## src/rtl/scrambler_pkg.sv

```systemverilog
// Keystream definitions shared by the video scrambler transmitter and receiver.
// Both ends import this package so their LFSR sequences and key mux stay bit-identical.
package scrambler_pkg;

    localparam logic [3:0] LFSR4_SEED = 4'hA;
    localparam logic [7:0] LFSR8_SEED = 8'hB4;

    typedef enum logic [1:0] {
        FIXED    = 2'b00,
        LFSR4    = 2'b01,
        LFSR8    = 2'b10,
        COMBINED = 2'b11
    } scr_mode_t;

    function automatic logic [3:0] lfsr4_step(input logic [3:0] l);
        return {l[2:0], l[3] ^ l[2]};
    endfunction

    function automatic logic [7:0] lfsr8_step(input logic [7:0] l);
        return {l[6:0], l[7] ^ l[5] ^ l[4] ^ l[3]};
    endfunction

    function automatic logic [15:0] make_key(
        input scr_mode_t   mode,
        input logic [3:0]  l4,
        input logic [7:0]  l8,
        input logic [15:0] fixed
    );
        logic [15:0] key;
        case (mode)
            FIXED:    key = fixed;
            LFSR4:    key = {l4, l4, l4, l4};
            LFSR8:    key = {l8, l8};
            default:  key = {l8, l4, l4};
        endcase
        return key;
    endfunction

endpackage

```

## src/rtl/scr_keygen.sv

```systemverilog
// Keystream generator: LFSR registers, seed/step control and key mux.
// The key reflects the effective state of the beat being emitted (seeds on a reseed beat).
module scr_keygen
    import scrambler_pkg::*;
(
    input  logic        clk,
    input  logic        reset,
    input  logic        advance,
    input  logic        reseed,
    input  logic [1:0]  mode,
    input  logic [15:0] fixed_key,
    input  logic        en,
    output logic [15:0] key
);

    logic [3:0] l4_q, l4_d, l4_eff;
    logic [7:0] l8_q, l8_d, l8_eff;

    always_comb begin
        l4_eff = reseed ? LFSR4_SEED : l4_q;
        l8_eff = reseed ? LFSR8_SEED : l8_q;
        key    = en ? make_key(scr_mode_t'(mode), l4_eff, l8_eff, fixed_key) : 16'h0000;
    end

    // LFSRs only move when a pixel is actually emitted; dropped and stalled beats freeze them.
    always_comb begin
        l4_d = l4_q;
        l8_d = l8_q;
        if (advance) begin
            l4_d = lfsr4_step(l4_eff);
            l8_d = lfsr8_step(l8_eff);
        end
    end

    always_ff @(posedge clk or posedge reset) begin
        if (reset) begin
            l4_q <= LFSR4_SEED;
            l8_q <= LFSR8_SEED;
        end else begin
            l4_q <= l4_d;
            l8_q <= l8_d;
        end
    end

endmodule

```

## src/rtl/video_descrambler_rx.sv

```systemverilog
// Receive-side RGB565 descrambler with frame-length sync tracking and a one-stage output register.
// Optional saturating error counter is built when DESCRAMBLER_ERRCNT_EN is defined.
module video_descrambler_rx
    import scrambler_pkg::*;
#(
    parameter int FRAME_PIXELS = 76800,
    parameter int CNT_W        = $clog2(FRAME_PIXELS + 1)
) (
    input  logic        clk,
    input  logic        reset,
    input  logic        descramble_en,
    input  logic [1:0]  mode_select,
    input  logic [15:0] fixed_key,
    input  logic [15:0] in_pixel,
    input  logic        in_sof,
    input  logic        in_valid,
    output logic        in_ready,
    output logic [15:0] out_pixel,
    output logic        out_sof,
    output logic        out_valid,
    input  logic        out_ready,
    output logic        locked,
    output logic        sync_err,
    output logic [7:0]  err_count
);

    localparam logic ST_UNSYNC = 1'b0;
    localparam logic ST_SYNCED = 1'b1;

    localparam logic [CNT_W-1:0] FRAME_END = CNT_W'(FRAME_PIXELS);
    localparam logic [CNT_W-1:0] CNT_ONE   = CNT_W'(1);

    logic              state_q, state_d;
    logic [CNT_W-1:0]  pix_cnt_q, pix_cnt_d;
    logic [1:0]        mode_q, mode_d;
    logic [15:0]       fixed_key_q, fixed_key_d;
    logic              en_q, en_d;
    logic [15:0]       out_pixel_q, out_pixel_d;
    logic              out_sof_q, out_sof_d;
    logic              out_valid_q, out_valid_d;
    logic              sync_err_q, sync_err_d;

    logic              accept;
    logic              emit;
    logic              frame_full;
    logic [1:0]        mode_eff;
    logic [15:0]       fixed_eff;
    logic              en_eff;
    logic [15:0]       key;

    assign in_ready   = !out_valid_q || out_ready;
    assign accept     = in_valid && in_ready;
    assign frame_full = (pix_cnt_q == FRAME_END);

    // The SOF pixel already uses the configuration being sampled with it.
    assign mode_eff  = in_sof ? mode_select   : mode_q;
    assign fixed_eff = in_sof ? fixed_key     : fixed_key_q;
    assign en_eff    = in_sof ? descramble_en : en_q;

    scr_keygen u_keygen (
        .clk       (clk),
        .reset     (reset),
        .advance   (emit),
        .reseed    (in_sof),
        .mode      (mode_eff),
        .fixed_key (fixed_eff),
        .en        (en_eff),
        .key       (key)
    );

    always_comb begin
        state_d     = state_q;
        pix_cnt_d   = pix_cnt_q;
        mode_d      = mode_q;
        fixed_key_d = fixed_key_q;
        en_d        = en_q;
        emit        = 1'b0;
        sync_err_d  = 1'b0;
        if (accept) begin
            if (in_sof) begin
                // A SOF always restarts the frame; arriving early is a short-frame error.
                emit        = 1'b1;
                sync_err_d  = (state_q == ST_SYNCED) && !frame_full;
                state_d     = ST_SYNCED;
                pix_cnt_d   = CNT_ONE;
                mode_d      = mode_select;
                fixed_key_d = fixed_key;
                en_d        = descramble_en;
            end else if (state_q == ST_SYNCED) begin
                if (frame_full) begin
                    sync_err_d = 1'b1;
                    state_d    = ST_UNSYNC;
                    pix_cnt_d  = '0;
                end else begin
                    emit      = 1'b1;
                    pix_cnt_d = pix_cnt_q + CNT_ONE;
                end
            end
        end
    end

    always_comb begin
        out_pixel_d = out_pixel_q;
        out_sof_d   = out_sof_q;
        out_valid_d = out_valid_q;
        if (emit) begin
            out_pixel_d = in_pixel ^ key;
            out_sof_d   = in_sof;
            out_valid_d = 1'b1;
        end else if (out_ready) begin
            out_valid_d = 1'b0;
        end
    end

    always_ff @(posedge clk or posedge reset) begin
        if (reset) begin
            state_q     <= ST_UNSYNC;
            pix_cnt_q   <= '0;
            mode_q      <= 2'b10;
            fixed_key_q <= 16'h0000;
            en_q        <= 1'b1;
            out_pixel_q <= 16'h0000;
            out_sof_q   <= 1'b0;
            out_valid_q <= 1'b0;
            sync_err_q  <= 1'b0;
        end else begin
            state_q     <= state_d;
            pix_cnt_q   <= pix_cnt_d;
            mode_q      <= mode_d;
            fixed_key_q <= fixed_key_d;
            en_q        <= en_d;
            out_pixel_q <= out_pixel_d;
            out_sof_q   <= out_sof_d;
            out_valid_q <= out_valid_d;
            sync_err_q  <= sync_err_d;
        end
    end

    assign out_pixel = out_pixel_q;
    assign out_sof   = out_sof_q;
    assign out_valid = out_valid_q;
    assign locked    = (state_q == ST_SYNCED);
    assign sync_err  = sync_err_q;

`ifdef DESCRAMBLER_ERRCNT_EN
    logic [7:0] err_count_q, err_count_d;

    // Counts in the same edge as the sync_err pulse it accounts for.
    always_comb begin
        err_count_d = err_count_q;
        if (sync_err_d && (err_count_q != 8'hFF)) begin
            err_count_d = err_count_q + 8'd1;
        end
    end

    always_ff @(posedge clk or posedge reset) begin
        if (reset) begin
            err_count_q <= 8'h00;
        end else begin
            err_count_q <= err_count_d;
        end
    end

    assign err_count = err_count_q;
`else
    assign err_count = 8'h00;
`endif

endmodule

```

## config.mk

```make
export PLATFORM = sky130hd
export DESIGN_NAME = video_descrambler_rx
export DESIGN_NICKNAME = d
export VERILOG_FILES = /design/src/rtl/scrambler_pkg.sv /design/src/rtl/scr_keygen.sv /design/src/rtl/video_descrambler_rx.sv
export SDC_FILE = /design/constraint.sdc
export NUM_CORES = 1
export LEC_CHECK = 0
export ABC_CLOCK_PERIOD_IN_PS = 2100
export BUFFER_PORTS_ARGS = -buffer_cell sky130_fd_sc_hd__buf_2
export CAP_MARGIN = 20
export CORE_MARGIN = 2
export CORE_UTILIZATION = 45
export DETAILED_ROUTE_END_ITERATION = 10
export MAX_ROUTING_LAYER = met4
export PLACE_DENSITY_LB_ADDON = 0.08
export SETUP_SLACK_MARGIN = 0.5
export SLEW_MARGIN = 10
export SYNTH_ARGS = -nofsm -noshare
export SYNTH_HDL_FRONTEND = slang
export SYNTH_SLANG_ARGS = --single-unit
```

## constraint.sdc

```tcl
create_clock -name clk -period 2.1 [get_ports clk]
set_clock_uncertainty 0.15 [all_clocks]
set_input_delay 0.21 -clock clk [delete_from_list [all_inputs] [get_ports clk]]
set_output_delay 0.21 -clock clk [all_outputs]
set_load 0.005 [all_outputs]
```

==> results by group, run 1 <==
Floorplanning
  – # IOs: 69
  – Die height: between 90 and 100 µm
  – Die area: 9270 µm²
  – Core box area: 8220 µm²
  – Starting density of the core: 0.466
  – Row count: 33
  – Die width: 96.3 µm

Drt
  – Number of remaining DRC errors: 0
  – WL met3: ~610 µm
  – Wire length per cell: 16.0 µm
  – DRT iter0 DRCs: approximately 280
  – Vias/cell: 5.52
  – Max Used Layer: met4
  – Final WL: 10.2 mm
  – WL met1: around 5 mm
  – Post-route ant nets: 0
  – DR vias: 3540
  – Met2 routed WL: 4.50 mm
  – DRT Pass-1 Iters: 5

Setup path
  – CP max stage delay: around 600 ps
  – Critical Path Slowest Stage Cell: or4_4
  – Startpoint types: flop
  – Cells along the critical path: or4b_4 -> or4_4 -> buf_4 -> nand2_8 -> a311o_1 -> a31oi_1
  – CP bufs+invs: 1
  – CP required: roughly 2200 ps
  – CP delay by family, top: simple AND/OR/NAND/NOR gates
  – Critical path endpoint category: flop
  – CP Class: reg2reg
  – Worst Path Max Fanout: 11
  – WP data arrival: approximately 2400 ps

Pwr
  – Leak pwr: 2.23 nW
  – PwrDens: between 800 and 900 nW/µm²
  – Seq pwr share: 0.422
  – Max VDD drop: a little over 0.4 mV
  – Switching power: 1.50 mW
  – Clock network power share: 0.264
  – Sw Ratio: 0.326
  – Combinational share of power: 0.314
  – Post-layout power: 4.59 mW
  – Int Power: 3.09 mW

Synthesis
  – YS warnings: 0
  – Sequential element share of the synthesized area: 0.447
  – Synth Register Bits: 68
  – Number of synthesized flops with an enable pin: 0
  – Syn avg cell area: 9.51 µm²
  – Asr flop ratio synth: 1.00
  – Synthesized instance count: 403
  – Top FF cell, synth: dfrtp_1
  – Unique masters post-synth: 57
  – Mapped Area: 3830 µm²

Timing
  – Fin crit share: 1.10
  – Worst hold slack: just over 10 ps
  – Fin. max-slew vios: 0
  – Final worst slack: -205 ps
  – Relative slew margins: 0.630
  – RSZ-0062 raised after global routing: yes
  – Fmax achieved: 434 MHz
  – Final Hold Vio Count: 0
  – Final Setup Violations: 45
  – Worst-Margin Slew: 552 ps
  – Final TNS setup: -5650 ps
  – Min Tclk post-route: between 2000 and 2500 ps

Clock network
  – Max clock buf depth: 2
  – H-Tree Depth: 3
  – CTS tree: built
  – Worst skew pair latency: 340 ps
  – Clock net sink count: 68
  – Root Buffer: clkbuf_8
  – Total CTS buffers: 9
  – Clk pin slew, worst setup/hold paths: 70 ps

Layout
  – ANT cells: 0
  – Nets: 573
  – Layout area overhead: 33.9%
  – Final non-filler cell total: roughly 640
  – Layout Utilization: 0.624
  – Share of cells above drive strength 1: 0.325
  – Fin area: 5130 µm²
  – Layout filler cell count: 716

GRT
  – Grt total ovfl: 0
  – GRT Total Usage: 0.239
  – First-pass GRT wire length: 16.2 mm
  – Number of global-route vias before repair: 3297
  – Initial antenna violation count: 0
  – Largest net degree at the start of global routing: about 70

Hold path
  – Hold Path Class: in2reg

Placed design
  – Area post-placement: 4530 µm²
  – Post-Place Cells: approximately 600
  – Port bufs: 60
  – Place WS: -183 ps
  – Placer Congestion: 0.846
  – Hpwl dp: 7.02 mm

Flow run
  – Max cap viols: 0

Run status
  – Failing checks: setup timing
  – Status: finished with violations
[flip-flops by register name (all words and copies together) (netlist names), 2 cells and up]
signal	cells
u_keygen.l8_q	8
out_pixel	16
u_keygen.l4_q	4
mode_q	2
fixed_key_q	16
pix_cnt_q	17
[worst register-to-register path, delay by kind of cell (launching register included)]
family	cells	cell delay, ps
simple gates	3	1250
flops	1	390
compound gates	2	210
buf+inv	1	180
[power by group through the flow]
stage	sequential [mW]	clock, mW	combinational [mW]
3_3_place_gp	1.94	0	1.33
5_1_grt	1.98	1.30	1.62
6_report	1.94	1.21	1.44
2_1_floorplan	1.88	0	0.904
4_1_cts	1.93	1.24	1.42
3_5_place_dp	1.95	0	1.36
[cell families after synthesis]
group	after synthesis	share of synthesized area
multiplexers	23	0.0669
buffers and inverters	37	0.0522
adder cells (fa/ha/maj)	2	0.00653
AO/OA/AOI/OAI	105	0.185
flip-flops	68	0.447
other	1	0.000978
XOR/XNOR	24	0.0548
AND/OR/NAND/NOR	143	0.187
[final timing paths]
path | depth (start not counted) | endpoint | slack [ps] | start
worst max-delay path | 6 | pix_cnt_q[16]$_DFFE_PP0P_ | -210 | pix_cnt_q[6]$_DFFE_PP0P_
worst min-delay path | 3 | out_pixel[9]$_DFFE_PP0P_ | 10 | in_pixel[9]
worst max register to register | 6 | pix_cnt_q[16]$_DFFE_PP0P_ | -210 | pix_cnt_q[6]$_DFFE_PP0P_
worst min register to register | 2 | out_pixel[0]$_DFFE_PP0P_ | 340 | out_pixel[0]$_DFFE_PP0P_
max in group asynchronous | 4 | en_q$_DFFE_PP1P_ | 1100 | reset
min in group asynchronous | 4 | pix_cnt_q[3]$_DFFE_PP0P_ | 360 | reset
[cell usage after synthesis (4+ instances only)]
cell type,count,area [µm²]
nor2_1,31,116
o211ai_1,8,60.1
dfstp_2,8,210
o31a_1,8,70.1
nor3_1,7,35.0
clkbuf_1,9,33.8
a211oi_1,4,30.0
nand3_1,13,65.1
buf_1,4,15.0
mux2_2,21,236
xnor2_1,18,158
o21ai_0,15,75.1
buf_2,4,20.0
inv_1,7,26.3
a22oi_1,8,60.1
dfrtp_1,60,1500
o221ai_1,4,35.0
a21oi_1,32,160
nand3b_1,10,75.1
a31oi_1,5,31.3
o21ai_1,5,25.0
nand2_1,52,195
xor2_1,6,52.6
and3_1,5,31.3
or3_1,5,31.3
buf_4,9,67.6
[layout by cell type, fill, tap and decap left out, types with 3 or more instances in the layout]
| master | n |
|---|---|
| dfrtp_1 | 60 |
| buf_2 | 60 |
| nand2_1 | 51 |
| buf_4 | 42 |
| a21oi_1 | 32 |
| nor2_1 | 31 |
| dlygate4sd3_1 | 29 |
| xnor2_1 | 18 |
| mux2_2 | 17 |
| nand3_1 | 13 |
| o21ai_0 | 12 |
| nand3b_1 | 10 |
| clkbuf_8 | 10 |
| o211ai_1 | 8 |
| o31a_1 | 8 |
| o21ai_1 | 8 |
| a22oi_1 | 8 |
| conb_1 | 8 |
| dfstp_2 | 8 |
| nor3_1 | 6 |
| xor2_1 | 6 |
| or3_1 | 5 |
| a31oi_1 | 5 |
| inv_1 | 5 |
| and3_1 | 4 |
| o221ai_1 | 4 |
| a211oi_1 | 4 |
| clkinvlp_4 | 4 |
| mux2_4 | 4 |
| or4b_4 | 3 |
| nor2b_1 | 3 |
| and3_4 | 3 |
| buf_12 | 3 |
[layout make-up]
class / instances / area, µm² / area share
multi-input cells: 308 / 2040 / 0.398
well taps: 105 / 131 / 0.0256
repair buffers: 136 / 988 / 0.193
inverters: 8 / 33.8 / 0.00659
flip-flops and latches: 68 / 1710 / 0.334
clock inverters: 6 / 87.6 / 0.0171
clock buffers: 10 / 138 / 0.0268
[per-layer routing]
layer | vias up | track usage
met5 | - | -
met4 | 0 | 0.0798
met3 | 10 | 0.0345
met2 | 113 | 0.339
met1 | 1721 | 0.351
li1 | 1696 | -
[timing repair]
| item | in CTS | in global routing |
|---|---|---|
| setup buffers | 0 | 1 |
| gates resized for setup | 4 | 9 |
| pin swaps | 1 | 0 |
| hold buffers | 29 | 0 |
| endpoints found under the setup margin | 68 | 61 |
| endpoints found under the hold margin | 88 | 0 |
| gates cloned | 2 | 1 |
Power figures use the tool's default switching activity.
==> run 2: changes to the inputs <==
Settings changed: ABC_CLOCK_PERIOD_IN_PS 2100 to 2400.
Clock period 2.1 ns to 2.4 ns, I/O delays scaled along.
==> results by group, run 2 (synthesis results as in run 1) <==
Pwr
  – Leak pwr: 2.21 nW (-0.91%)
  – PwrDens: 806 nW/µm² (-9.9%)
  – Max VDD drop: 0.381 mV (-7.9%)

Drt
  – DRT Pass-1 Iters: 4 (-1)
  – DR vias: 3472 (-1.9%)
  – DRT iter0 DRCs: 157 (-44%)
  – Number of remaining DRC errors: 0 (unchanged)
  – Final WL: 10.8 mm (+5.2%)
  – Vias/cell: 5.55 (+0.43%)
  – Post-route ant nets: 0 (unchanged)
  – Wire length per cell: 17.2 µm (+7.8%)

Clock network
  – Total CTS buffers: 9 (unchanged)
  – Worst skew pair latency: 350 ps (about the same)
  – Clock net sink count: 68 (unchanged)
  – CTS tree: built
  – H-Tree Depth: 3 (unchanged)
  – Root Buffer: clkbuf_8
  – Max clock buf depth: 2 (unchanged)
  – Clk pin slew, worst setup/hold paths: 80 ps (about the same)

Placed design
  – Place WS: 99.0 ps (+282 ps)
  – Area post-placement: 4370 µm² (-3.4%)
  – Hpwl dp: 7.29 mm (+3.8%)
  – Placer Congestion: 0.811 (-4.2%)
  – Port bufs: 60 (unchanged)

Floorplanning
  – Die area: 9270 µm² (unchanged)
  – Row count: 33 (unchanged)
  – Die height: 96.3 µm (unchanged)
  – # IOs: 69 (unchanged)
  – Die width: 96.3 µm (unchanged)
  – Starting density of the core: 0.466 (unchanged)
  – Core box area: 8220 µm² (unchanged)

Layout
  – Max FFs per register: 17 (unchanged)
  – Most frequent cells in the layout: buf_2, dfrtp_1, nand2_1, buf_4, a21oi_1
  – Layout area overhead: 33.4%
  – Largest Register: pix_cnt_q
  – ANT cells: 0 (unchanged)
  – Share of cells above drive strength 1: 0.367 (+0.0420)
  – Fin area: 5110 µm² (-0.37%)
  – Most common cell after layout, fill and taps aside: buf_2
  – Nets: 558 (-2.6%)
  – Layout filler cell count: 693 (-3.2%)

Timing
  – Final TNS setup: 0 ps (+5650 ps)
  – Min Tclk post-route: 2340 ps (+37.4 ps)
  – Worst-Margin Slew: 653 ps (+101 ps)
  – RSZ-0062 raised after global routing: yes
  – Final Hold Vio Count: 0 (unchanged)
  – Relative slew margins: 0.563 (-0.0667)
  – Final worst slack: 57.1 ps (+263 ps)
  – Fmax achieved: 427 MHz (-1.6%)
  – Final Setup Violations: 0 (-100%)
  – Fin crit share: 0.976 (-0.122)
  – Fin. max-slew vios: 0 (unchanged)

GRT
  – Grt total ovfl: 0 (unchanged)
  – Number of global-route vias before repair: 3355 (+1.8%)
  – Largest net degree at the start of global routing: 47 (-32%)
  – First-pass GRT wire length: 16.7 mm (+3.0%)
  – Initial antenna violation count: 0 (unchanged)
  – GRT Total Usage: 0.245 (+0.00605)

Setup path
  – Startpoint types: flop
  – Worst Path Max Fanout: 4 (-7)
  – CP required: 2490 ps (+320 ps)
  – CP Class: reg2reg
  – Critical Path Source: pix_cnt_q[6]$_DFFE_PP0P_
  – Critical path endpoint category: flop
  – WP data arrival: 2440 ps (+70 ps)
  – Worst R2R Path Depth: 5 (-1)
  – Worst Setup EP: pix_cnt_q[10]$_DFFE_PP0P_
  – R2R setup slack: 60 ps (+260 ps)
  – Critical R2R Launch: pix_cnt_q[6]$_DFFE_PP0P_
  – R2r endpoint: pix_cnt_q[10]$_DFFE_PP0P_

Flow run
  – Max cap viols: 0 (unchanged)

Hold path
  – Hold Path Class: in2reg

Run status
  – Status: finished clean
run 2: changes by cell type in the layout (fill, tap and decap cells not counted), moves of 4 or more:
| cell | before | now |
|---|---|---|
| nor2_1 | 31 | 25 |
| mux2_4 | 4 | 0 |
| buf_4 | 42 | 37 |
| o21ai_0 | 12 | 4 |
| mux2_2 | 17 | 21 |
| dlygate4sd3_1 | 29 | 13 |
| nor2_2 | 0 | 6 |
| o21ai_1 | 8 | 13 |
| buf_6 | 2 | 7 |
run 2: how the worst min path moves through the flow:
stage | end | depth (start not counted) | startpoint
finish | fixed_key_q[10]$_DFFE_PP0P_ | 2 | fixed_key[10]
global route | fixed_key_q[7]$_DFFE_PP0P_ | 2 | fixed_key[7]
CTS | fixed_key_q[7]$_DFFE_PP0P_ | 2 | fixed_key[7]
detailed placement | out_pixel[1]$_DFFE_PP0P_ | 2 | reset
global placement | out_pixel[0]$_DFFE_PP0P_ | 2 | reset
floorplan | fixed_key_q[0]$_DFFE_PP0P_ | 1 | reset
run 2: power by group:
part	switching [mW]	internal (mW)	leakage (nW)	total (mW)
sequential	0.266	1.45	0.812	1.72
clock	0.467	0.614	0.116	1.08
combinational	0.659	0.660	1.29	1.32
total	1.39	2.73	2.21	4.12
run 2: layer usage:
metal	vias to the layer above	GRT usage	share of wire
met4	0	0.0631	0.018
li1	1668	-	-
met1	1716	0.312	0.45
met3	20	0.0392	0.032
met5	-	-	0
met2	68	0.409	0.50
run 2: timing repair:
| action | in CTS | in global routing |
|---|---|---|
| setup endpoints to repair | 49 | 49 |
| gates resized for setup | 10 | 34 |
| hold buffers | 13 | 0 |
| cloned | 1 | 2 |
| hold endpoints to repair | 34 | 0 |
| buffers inserted | 6 | 14 |
| pin swaps | 6 | 15 |
run 2: layout make-up:
type	instances	area, µm²	share of cell area
multi-input cells	307	2120	0.414
flip-flops and latches	68	1710	0.335
repair buffers	122	892	0.175
clock buffers	10	138	0.0269
well taps	105	131	0.0257
clock inverters	6	87.6	0.0171
inverters	8	33.8	0.00661
run 2: per-stage QoR:
stage,instances,hold WS (ps),utilization,power (mW)
global route,626,3.91,0.622,4.37
floorplan,410,242,-,2.44
detailed placement,574,166,0.532,2.86
finish,626,10.1,0.622,4.12
global placement,574,161,0.532,2.83
CTS,610,4.85,0.587,4.01
run 2: worst max-delay path, stage by stage (launching register included):
cell and delay [ps]:
dfrtp_1 390, or4b_4 560, or4_4 610, a21oi_4 230, o22ai_1 100, a21o_1 190
